===== config.mk =====
export PLATFORM = sky130hd
export DESIGN_NAME = drv_led_arb
export DESIGN_NICKNAME = d
export VERILOG_FILES = /design/src/rtl/status_define.sv /design/src/rtl/sgpio_link_wdog.sv /design/src/rtl/drv_led_arb.sv
export SDC_FILE = /design/constraint.sdc
export NUM_CORES = 1
export LEC_CHECK = 0
export CORE_MARGIN = 2
export CORE_UTILIZATION = 48
export DETAILED_ROUTE_END_ITERATION = 16
export GPL_ROUTABILITY_DRIVEN = 1
export PLACE_DENSITY_LB_ADDON = 0.1
export SYNTH_ARGS = -nofsm -noshare
export SYNTH_HDL_FRONTEND = slang
export SYNTH_SLANG_ARGS = --single-unit

===== constraint.sdc =====
create_clock -name SYSCLK -period 2.1 [get_ports SYSCLK]
set_input_delay 0.42 -clock SYSCLK [delete_from_list [all_inputs] [get_ports SYSCLK]]
set_output_delay 0.42 -clock SYSCLK [all_outputs]
set_load 0.1 [all_outputs]

===== src/rtl/status_define.sv =====
// Shared constants for the Status CPLD drive LED logic: register offsets,
// CTRL bit positions and reset value, drive/group geometry, sweep FSM states
// and the drive-to-SGPIO-source mapping helpers.
package status_define;

  localparam int unsigned NUM_DRV      = 72;
  localparam int unsigned GRP_W        = 12;
  localparam int unsigned CH_W         = 36;
  localparam int unsigned IDX_W        = 7;
  localparam int unsigned NUM_LOC_REGS = 9;

  localparam logic [3:0] ADDR_LOC0      = 4'h0;
  localparam logic [3:0] ADDR_LOC8      = 4'h8;
  localparam logic [3:0] ADDR_CTRL      = 4'h9;
  localparam logic [3:0] ADDR_STATUS    = 4'hA;
  localparam logic [3:0] ADDR_SWEEP_IDX = 4'hB;

  localparam int unsigned CTRL_SWEEP_EN_BIT = 0;
  localparam int unsigned CTRL_ACT_EN_BIT   = 1;
  localparam logic [7:0]  CTRL_RST          = 8'h02;

  typedef enum logic {
    SWEEP_IDLE = 1'b0,
    SWEEP_RUN  = 1'b1
  } sweep_state_e;

  // Bit within the SGPIO channel vector that feeds drive n.
  function automatic int unsigned drv_src_bit(input int unsigned n);
    return ((n / GRP_W) / 2) * GRP_W + (n % GRP_W);
  endfunction

  // Odd groups of 12 drives are fed by SGPIO channel 2.
  function automatic bit drv_on_ch2(input int unsigned n);
    return ((n / GRP_W) % 2) == 1;
  endfunction

endpackage


===== src/rtl/sgpio_link_wdog.sv =====
// SGPIO link watchdog: a saturating ms counter cleared by each frame strobe.
// Ports: SYSCLK/RESET (sync, active-high), TICK (1 ms pulse),
//        FRAME (frame-complete pulse), LINK_OK (registered, 1 = link alive).
module sgpio_link_wdog #(
  parameter int unsigned WDOG_MS = 100
) (
  input  logic SYSCLK,
  input  logic RESET,
  input  logic TICK,
  input  logic FRAME,
  output logic LINK_OK
);

  localparam int unsigned    CNT_W   = $clog2(WDOG_MS + 1);
  localparam logic [CNT_W-1:0] CNT_MAX = CNT_W'(WDOG_MS);

  logic [CNT_W-1:0] cnt_q, cnt_d;
  logic             link_ok_q;

  // Frame strobe beats a coincident tick; count saturates at the limit.
  always_comb begin
    cnt_d = cnt_q;
    if (FRAME) begin
      cnt_d = '0;
    end else if (TICK && (cnt_q != CNT_MAX)) begin
      cnt_d = cnt_q + CNT_W'(1);
    end
  end

  // LINK_OK is registered from the next count so it tracks cnt_q exactly.
  always_ff @(posedge SYSCLK) begin
    if (RESET) begin
      cnt_q     <= CNT_MAX;
      link_ok_q <= 1'b0;
    end else begin
      cnt_q     <= cnt_d;
      link_ok_q <= (cnt_d < CNT_MAX);
    end
  end

  assign LINK_OK = link_ok_q;

endmodule


===== src/rtl/drv_led_arb.sv =====
// Per-drive activity LED arbiter. Merges SGPIO activity (gated by per-channel
// link watchdogs), host locate blink and a test sweep into 72 active-low LEDs.
// Ports: SYSCLK/RESET (sync, active-high); ACT_LED1/2 SGPIO activity (active-low);
//        FRAME1/2 frame strobes; REG_WR/REG_RD/REG_ADDR/REG_DIN host register port;
//        REG_DOUT registered read data; DRV_ACT_LED_L registered LED cathodes.
module drv_led_arb
  import status_define::*;
#(
  parameter int unsigned CLK_HZ   = 25_000_000,
  parameter int unsigned WDOG_MS  = 100,
  parameter int unsigned BLINK_MS = 250,
  parameter int unsigned SWEEP_MS = 100
) (
  input  logic               SYSCLK,
  input  logic               RESET,
  input  logic [CH_W-1:0]    ACT_LED1,
  input  logic [CH_W-1:0]    ACT_LED2,
  input  logic               FRAME1,
  input  logic               FRAME2,
  input  logic               REG_WR,
  input  logic               REG_RD,
  input  logic [3:0]         REG_ADDR,
  input  logic [7:0]         REG_DIN,
  output logic [7:0]         REG_DOUT,
  output logic [NUM_DRV-1:0] DRV_ACT_LED_L
);

  localparam int unsigned PRESC_DIV = CLK_HZ / 1000;
  localparam int unsigned PRESC_W   = $clog2(PRESC_DIV + 1);
  localparam int unsigned BLINK_W   = $clog2(BLINK_MS + 1);
  localparam int unsigned SWEEP_W   = $clog2(SWEEP_MS + 1);

  logic [PRESC_W-1:0] presc_q, presc_d;
  logic               tick_c;
  logic [BLINK_W-1:0] blink_cnt_q, blink_cnt_d;
  logic               blink_q, blink_d;
  sweep_state_e       sweep_q;
  logic [IDX_W-1:0]   sweep_idx_q;
  logic [SWEEP_W-1:0] dwell_q;
  logic [NUM_DRV-1:0] loc_q, loc_d;
  logic [1:0]         ctrl_q, ctrl_d;
  logic [7:0]         dout_q, rdata_c;
  logic [NUM_DRV-1:0] led_q, led_d;
  logic               link1_ok, link2_ok;
  logic [NUM_DRV-1:0] src_c, gate_c;
  logic               wr_ctrl_c;

  // 1 ms tick prescaler.
  assign tick_c  = (presc_q == PRESC_W'(PRESC_DIV - 1));
  assign presc_d = tick_c ? '0 : presc_q + PRESC_W'(1);

  // Locate blink phase, toggling every BLINK_MS ticks.
  always_comb begin
    blink_cnt_d = blink_cnt_q;
    blink_d     = blink_q;
    if (tick_c) begin
      if (blink_cnt_q == BLINK_W'(BLINK_MS - 1)) begin
        blink_cnt_d = '0;
        blink_d     = ~blink_q;
      end else begin
        blink_cnt_d = blink_cnt_q + BLINK_W'(1);
      end
    end
  end

  sgpio_link_wdog #(.WDOG_MS(WDOG_MS)) u_wdog1 (
    .SYSCLK (SYSCLK),
    .RESET  (RESET),
    .TICK   (tick_c),
    .FRAME  (FRAME1),
    .LINK_OK(link1_ok)
  );

  sgpio_link_wdog #(.WDOG_MS(WDOG_MS)) u_wdog2 (
    .SYSCLK (SYSCLK),
    .RESET  (RESET),
    .TICK   (tick_c),
    .FRAME  (FRAME2),
    .LINK_OK(link2_ok)
  );

  // Static drive-to-source wiring: each drive picks its channel bit and link.
  for (genvar n = 0; n < NUM_DRV; n++) begin : g_drv
    localparam int unsigned K = drv_src_bit(n);
    if (drv_on_ch2(n)) begin : g_ch2
      assign src_c[n]  = ACT_LED2[K];
      assign gate_c[n] = link2_ok;
    end else begin : g_ch1
      assign src_c[n]  = ACT_LED1[K];
      assign gate_c[n] = link1_ok;
    end
  end

  // Register file write path.
  assign wr_ctrl_c = REG_WR && (REG_ADDR == ADDR_CTRL);

  always_comb begin
    loc_d  = loc_q;
    ctrl_d = ctrl_q;
    if (REG_WR) begin
      for (int r = 0; r < NUM_LOC_REGS; r++) begin
        if (REG_ADDR == 4'(r)) loc_d[r*8 +: 8] = REG_DIN;
      end
      if (REG_ADDR == ADDR_CTRL) ctrl_d = REG_DIN[1:0];
    end
  end

  // Read mux; sampled on REG_RD from pre-write state.
  always_comb begin
    rdata_c = 8'h00;
    for (int r = 0; r < NUM_LOC_REGS; r++) begin
      if (REG_ADDR == 4'(r)) rdata_c = loc_q[r*8 +: 8];
    end
    case (REG_ADDR)
      ADDR_CTRL:      rdata_c = {6'b0, ctrl_q};
      ADDR_STATUS:    rdata_c = {6'b0, link2_ok, link1_ok};
      ADDR_SWEEP_IDX: rdata_c = {1'b0, sweep_idx_q};
      default:        ;
    endcase
  end

  // Per-drive priority: sweep, then locate, then gated activity, else off.
  always_comb begin
    led_d = '1;
    for (int n = 0; n < NUM_DRV; n++) begin
      if (sweep_q == SWEEP_RUN) begin
        led_d[n] = (sweep_idx_q != IDX_W'(n));
      end else if (loc_q[n]) begin
        led_d[n] = ~blink_q;
      end else if (ctrl_q[CTRL_ACT_EN_BIT] && gate_c[n]) begin
        led_d[n] = src_c[n];
      end
    end
  end

  // Sweep FSM: entering RUN restarts at drive 0; leaving RUN holds the index.
  always_ff @(posedge SYSCLK) begin
    if (RESET) begin
      sweep_q     <= SWEEP_IDLE;
      sweep_idx_q <= '0;
      dwell_q     <= '0;
    end else begin
      case (sweep_q)
        SWEEP_IDLE: begin
          if (wr_ctrl_c && REG_DIN[CTRL_SWEEP_EN_BIT]) begin
            sweep_q     <= SWEEP_RUN;
            sweep_idx_q <= '0;
            dwell_q     <= '0;
          end
        end
        SWEEP_RUN: begin
          if (wr_ctrl_c && !REG_DIN[CTRL_SWEEP_EN_BIT]) begin
            sweep_q <= SWEEP_IDLE;
          end else if (tick_c) begin
            if (dwell_q == SWEEP_W'(SWEEP_MS - 1)) begin
              dwell_q     <= '0;
              sweep_idx_q <= (sweep_idx_q == IDX_W'(NUM_DRV - 1)) ? '0
                                                                  : sweep_idx_q + IDX_W'(1);
            end else begin
              dwell_q <= dwell_q + SWEEP_W'(1);
            end
          end
        end
        default: sweep_q <= SWEEP_IDLE;
      endcase
    end
  end

  // Datapath state registers.
  always_ff @(posedge SYSCLK) begin
    if (RESET) begin
      presc_q     <= '0;
      blink_cnt_q <= '0;
      blink_q     <= 1'b0;
      loc_q       <= '0;
      ctrl_q      <= CTRL_RST[1:0];
      dout_q      <= 8'h00;
      led_q       <= '1;
    end else begin
      presc_q     <= presc_d;
      blink_cnt_q <= blink_cnt_d;
      blink_q     <= blink_d;
      loc_q       <= loc_d;
      ctrl_q      <= ctrl_d;
      led_q       <= led_d;
      if (REG_RD) dout_q <= rdata_c;
    end
  end

  assign REG_DOUT      = dout_q;
  assign DRV_ACT_LED_L = led_q;

endmodule


## Yosys cells after proc, flatten, opt, wreduce, memory -nomap -nowiden

Cells that the tools add are included.

- Mux-type cells: 244
- Bitwise operators: 2
- $lt $le $gt $ge: 2
- Reduce and logical (&&, ||, !) cells: 24
- Add/sub/neg operators: 6
- Equality and inequality tests: 92

Operators by type and width:

| cell | number |
|---|---|
| $ne A7 B6 Y1 const B | 32 |
| $mux W1 | 218 |
| $ne A7 B5 Y1 const B | 16 |
| $mux W7 | 12 |
| $mux W8 | 10 |
| $ne A7 B7 Y1 const B | 10 |
| $ne A7 B4 Y1 const B | 8 |
| $add A7 B1 Y7 const B | 4 |
| $ne A7 B3 Y1 const B | 4 |
| $pmux W7 S2 | 2 |
| $pmux W8 S3 | 1 |
| $reduce_and A2 Y1 | 11 |
| $eq A4 B3 Y1 const B | 4 |
| $eq A4 B4 Y1 const B | 4 |
| $add A15 B1 Y15 const B | 1 |
| $eq A15 B15 Y1 const B | 1 |
| $eq A7 B7 Y1 const B | 2 |
| $lt A7 B7 Y1 const B | 2 |
| $ne A7 B2 Y1 const B | 2 |
| $add A8 B1 Y8 const B | 1 |
| $eq A4 B2 Y1 const B | 2 |
| $eq A8 B8 Y1 const B | 1 |
| $logic_and A1 B1 Y1 | 7 |
| $ne A7 B1 Y1 const B | 1 |
| other kinds (11) | 14 |

- Flip-flop bits (word level): 209
- Logic and storage cells: 392
- Input bits: 90
- Output and inout bits: 80

## Depth between registers and ports, before layout

- Depth in word-level cells: 11
- Mapped depth: 9
- Gate-level depth less buffers: 7

## Cells and area by module

From an unflattened synthesis, not the netlist that was laid out.

- Cells, all modules: 1226
- Area total of the unflattened synthesis: 10246.1 um2

By module, submodules not included:

| module | area each (um2) | cells an instance | sequential area each (um2) | times used |
|---|---|---|---|---|
| drv_led_arb | 9315.2 | 1120 | 3863.7 | 1 |
| sgpio_link_wdog | 465.4 | 53 | 160.2 | 2 |

## Worst setup path after synthesis

Ideal clock, no wire load.

- Path type: register -> register
- Start point: register presc_q[0]
- End point: register u_wdog1.link_ok_q (netlist: u_wdog1.LINK_OK)
- Library setup time: 0.136 ns
- Required time: 1.964 ns
- Period minus slack after synthesis: 1.963 ns
- Stages on the path, launching flop included: 8
- Arrival time: 1.827 ns
- Path buffers: 1
- Slack: 0.137 ns
- Path through: dfxtp_1 -> ha_1 -> and4_1 -> nand4_1 -> buf_6 -> or4_4 -> a41oi_1 -> o211ai_1

- Word-level cells in the longest chain between the ends: 5

RTL lines:

| item | RTL line | RTL |
|---|---|---|
| start, declared | drv_led_arb.sv:33 | `logic [PRESC_W-1:0] presc_q, presc_d;` |
| start signal, assigned | drv_led_arb.sv:180 | `presc_q <= presc_d;` |
| $eq A15 B15 Y1 | drv_led_arb.sv:49 | `assign tick_c = (presc_q == PRESC_W'(PRESC_DIV - 1));` |
| $logic_and A1 B1 Y1 | sgpio_link_wdog.sv:25 | `end else if (TICK && (cnt_q != CNT_MAX)) begin` |
| $mux W7 | sgpio_link_wdog.sv:25 |  |
| $mux W7 | sgpio_link_wdog.sv:23 | `if (FRAME) begin` |
| $lt A7 B7 Y1 | sgpio_link_wdog.sv:37 | `link_ok_q <= (cnt_d < CNT_MAX);` |
| end signal, assigned | sgpio_link_wdog.sv:37 |  |
| end, declared | sgpio_link_wdog.sv:18 | `logic link_ok_q;` |

No other way between the ends.
A chain may end at the register's enable or synchronous reset.

## Worst setup path in the final report

- Start point: input REG_ADDR[0]
- End point: register dout_q[6] (netlist: REG_DOUT[6])

- Word-level cells in the longest chain between the ends: 11
- Elaborated cells between the ends (all ways): 22
- Classes of those cells: 11 x eq/ne; 10 x mux; 1 x reduce/logical

RTL lines:

| item | RTL line | RTL |
|---|---|---|
| start, declared | drv_led_arb.sv:22 | `input logic [3:0] REG_ADDR,` |
| $logic_not A4 Y1 | drv_led_arb.sv:112 | `if (REG_ADDR == 4'(r)) rdata_c = loc_q[r*8 +: 8];` |
| $mux W8 (9 in a row) | drv_led_arb.sv:112 |  |
| $pmux W8 S3 * | drv_led_arb.sv:114 | `case (REG_ADDR)` |
| end signal, assigned | drv_led_arb.sv:186 | `if (REG_RD) dout_q <= rdata_c;` |
| end, declared | drv_led_arb.sv:42 | `logic [7:0] dout_q, rdata_c;` |

Every way passes the cells marked *; elsewhere a longest branch is shown, timed or not.

==> results.json <==
{
  "antenna_found_initial": 0,
  "netlist_area_sq_um": 9960,
  "rsz0062_at_grt": "no",
  "place_inst": 1715,
  "grt_pass1_wl_um": 53800,
  "clock_skew_ps": 12.0,
  "clk_pin_slew_ps": 70,
  "critPathLaunchType": "input port",
  "setup_slack_ps": 54.2,
  "dr.pass1.iters": 7,
  "wl_per_cell_um": 20.0,
  "grt_max_degree": 85,
  "drt_iter0_drc": 947,
  "vias": 10218,
  "rows": 52,
  "final_common_cell": "dfxtp_1",
  "dp_slack_ps": -426,
  "seq_area_frac_synth_pct": 42.0,
  "port_buffers": 169,
  "avgSynthCellArea_sq_um": 7.92,
  "whs_path_depth": 3,
  "synth_flop_cell": "dfxtp_1",
  "final_cells": 1757,
  "clk_root_buffer_cell": "clkbuf_16",
  "final_cell_mix": "dfxtp_1, buf_4, nand2_1, a21oi_1, nor3_1",
  "die_area_sq_um": 21900,
  "finalCritPeriodShare_pct": 97.4,
  "min_from": "RESET",
  "io_pins": 170,
  "hold_end": "u_wdog1.cnt_q[4]",
  "num-nets-final": 1573,
  "min_path_type": "input port to register",
  "grt_pass1_vias": 9557,
  "tightest_slew_ps": 701,
  "path_max_fanout": 13,
  "clock-sinks": 209,
  "worstPathRequired_ps": 2510,
  "cts_tree": "done",
  "outcome": "complete, no violations",
  "period_minus_slack_ps": 2050,
  "synth_cell_types": 70,
  "drc": 0,
  "ys_ff_latch": 209,
  "fin_hold_ws_ps": 382,
  "ys_async_sr_fraction_pct": 0,
  "synth_warnings": 0,
  "syn_nets": 1359,
  "cts_htree_levels": 1,
  "finalPower_uw": 10300,
  "maxSlewHeadroom_pct": 53.1,
  "ff2ff_setup_slack_ps": 130,
  "coreArea_sq_um": 20300,
  "die_w_um": 148,
  "clk_path_buf_depth": 3,
  "drive_above_1_share_pct": 18.2,
  "die_h_um": 148,
  "netlist_instances": 1257,
  "synth_edf_count": 0,
  "vdd_drop_max_mv": 0.581,
  "cts_inserted_buffers": 24,
  "drv_cap": 0,
  "crit_type": "input port to register",
  "finalHoldViolCount": 0,
  "r2r-start": "presc_q[0]",
  "reg2reg_to": "u_wdog1.LINK_OK",
  "dp_hpwl_um": 25700,
  "start_util_pct": 49.0,
  "routed_wl_um": 35200,
  "syn_to_final_growth_pct": 32.7,
  "post_cts.repair.setup_buffers": 0,
  "via_per_inst": 5.82,
  "grt.total_usage_pct": 31.4,
  "diodes": 0,
  "grt_overflow": 0,
  "slew_viol_final": 0,
  "arrival_ps": 2450,
  "final_area_sq_um": 13200,
  "worstSetupEndpointType": "register",
  "fmax_ghz": 0.489,
  "p_leak_uw": 0.00497,
  "ant_nets": 0,
  "cellPowerDensity_nw_per_um2": 782,
  "post_dp_cell_area_sq_um": 12400,
  "clk_latency_ps": 520,
  "gp_congestion": 1.04,
  "rr_worst_depth": 7,
  "final-setup-viol-count": 0
}
[synth_stat cells (4+ instances only)]
master | instances | area [sq um]
nor2b_1 | 6 | 37.5
nor3b_1 | 5 | 37.5
dfxtp_1 | 209 | 4180
a221o_1 | 5 | 50.1
a21o_1 | 7 | 52.6
nor2_1 | 88 | 330
o22ai_1 | 36 | 225
nand2_1 | 174 | 653
and3_1 | 12 | 75.1
xnor2_1 | 15 | 131
nand3_1 | 67 | 335
o311ai_0 | 7 | 61.3
buf_2 | 13 | 65.1
a31oi_1 | 6 | 37.5
a21oi_1 | 141 | 706
a22o_1 | 5 | 43.8
o21ai_0 | 75 | 375
or3_1 | 9 | 56.3
nand2b_1 | 5 | 31.3
a221oi_1 | 5 | 43.8
mux2_2 | 10 | 113
clkbuf_1 | 82 | 308
ha_1 | 12 | 150
mux2i_1 | 42 | 420
nand4_1 | 25 | 156
inv_1 | 21 | 78.8
and2_1 | 6 | 37.5
xor2_1 | 10 | 87.6
nor3_1 | 92 | 460
and4_1 | 4 | 35.0
[metrics by stage]
stage	util [%]	TNS (ps)
final	65.1	0
after global routing	65.1	0
after CTS	65.0	0
after detailed placement	60.9	-18180
after global placement	60.9	-15310
after floorplan	-	0
[registers in the layout, summed over array words and instances, names as in the netlist, 2 cells and up]
name,cells
DRV_ACT_LED_L,72
loc_q,72
presc_q,15
REG_DOUT,8
blink_cnt_q,8
dwell_q,7
sweep_idx_q,7
u_wdog1.cnt_q,7
u_wdog2.cnt_q,7
ctrl_q,2
[report_power, final]
group / leakage (uW) / total (uW) / internal (uW) / switching [uW]
logic: 0.00285 / 1790 / 556 / 1230
registers: 0.00170 / 4160 / 4090 / 69.2
clock network: 0.000411 / 4390 / 2710 / 1680
[per-layer routing]
layer | global-route usage, % | vias up | share of wire, %
met5 | 0 | - | 0
met4 | 10.6 | 0 | 3.9
met3 | 7.07 | 82 | 9.9
met2 | 51.1 | 501 | 46
met1 | 41.4 | 4717 | 41
li1 | - | 4918 | -
[critical path: stages]
cell	delay, ps
clkdlybuf4s50_1	530
buf_12	160
mux2_2	340
a22o_1	210
a221oi_1	420
nor3_1	100
a221o_1	270
[kinds of logic after synthesis]
kind of cell | synth area share, %
AND/OR/NAND/NOR | 24.7
adder cells (fa/ha/maj) | 1.51
buffers and inverters | 5.03
multiplexers | 5.35
AO/OA/AOI/OAI | 19.2
XOR/XNOR | 2.20
flip-flops | 42.0
[cell type report]
class	instances	area, sq um
Sequential cell	209	4190
Fill cell	1830	7090
Clock buffer	34	709
Tap cell	270	338
Clock inverter	8	116
Multi-Input combinational cell	925	5290
Timing Repair Buffer	290	2490
Inverter	21	78.8
[what timing repair did]
action	CTS	global route
pin swaps	0	2
hold buffers	0	0
resized for setup	1	7
setup endpoints to repair	1	11
[worst max-delay path by stage]
stage	start	endpoint
CTS	presc_q[0]	dwell_q[1]
detailed placement	REG_ADDR[0]	REG_DOUT[6]
finish	REG_ADDR[0]	REG_DOUT[6]
global route	presc_q[0]	dwell_q[1]
floorplan	presc_q[0]	u_wdog1.LINK_OK
global placement	REG_ADDR[0]	REG_DOUT[6]
No activity file was read; power rests on OpenSTA's default activity.
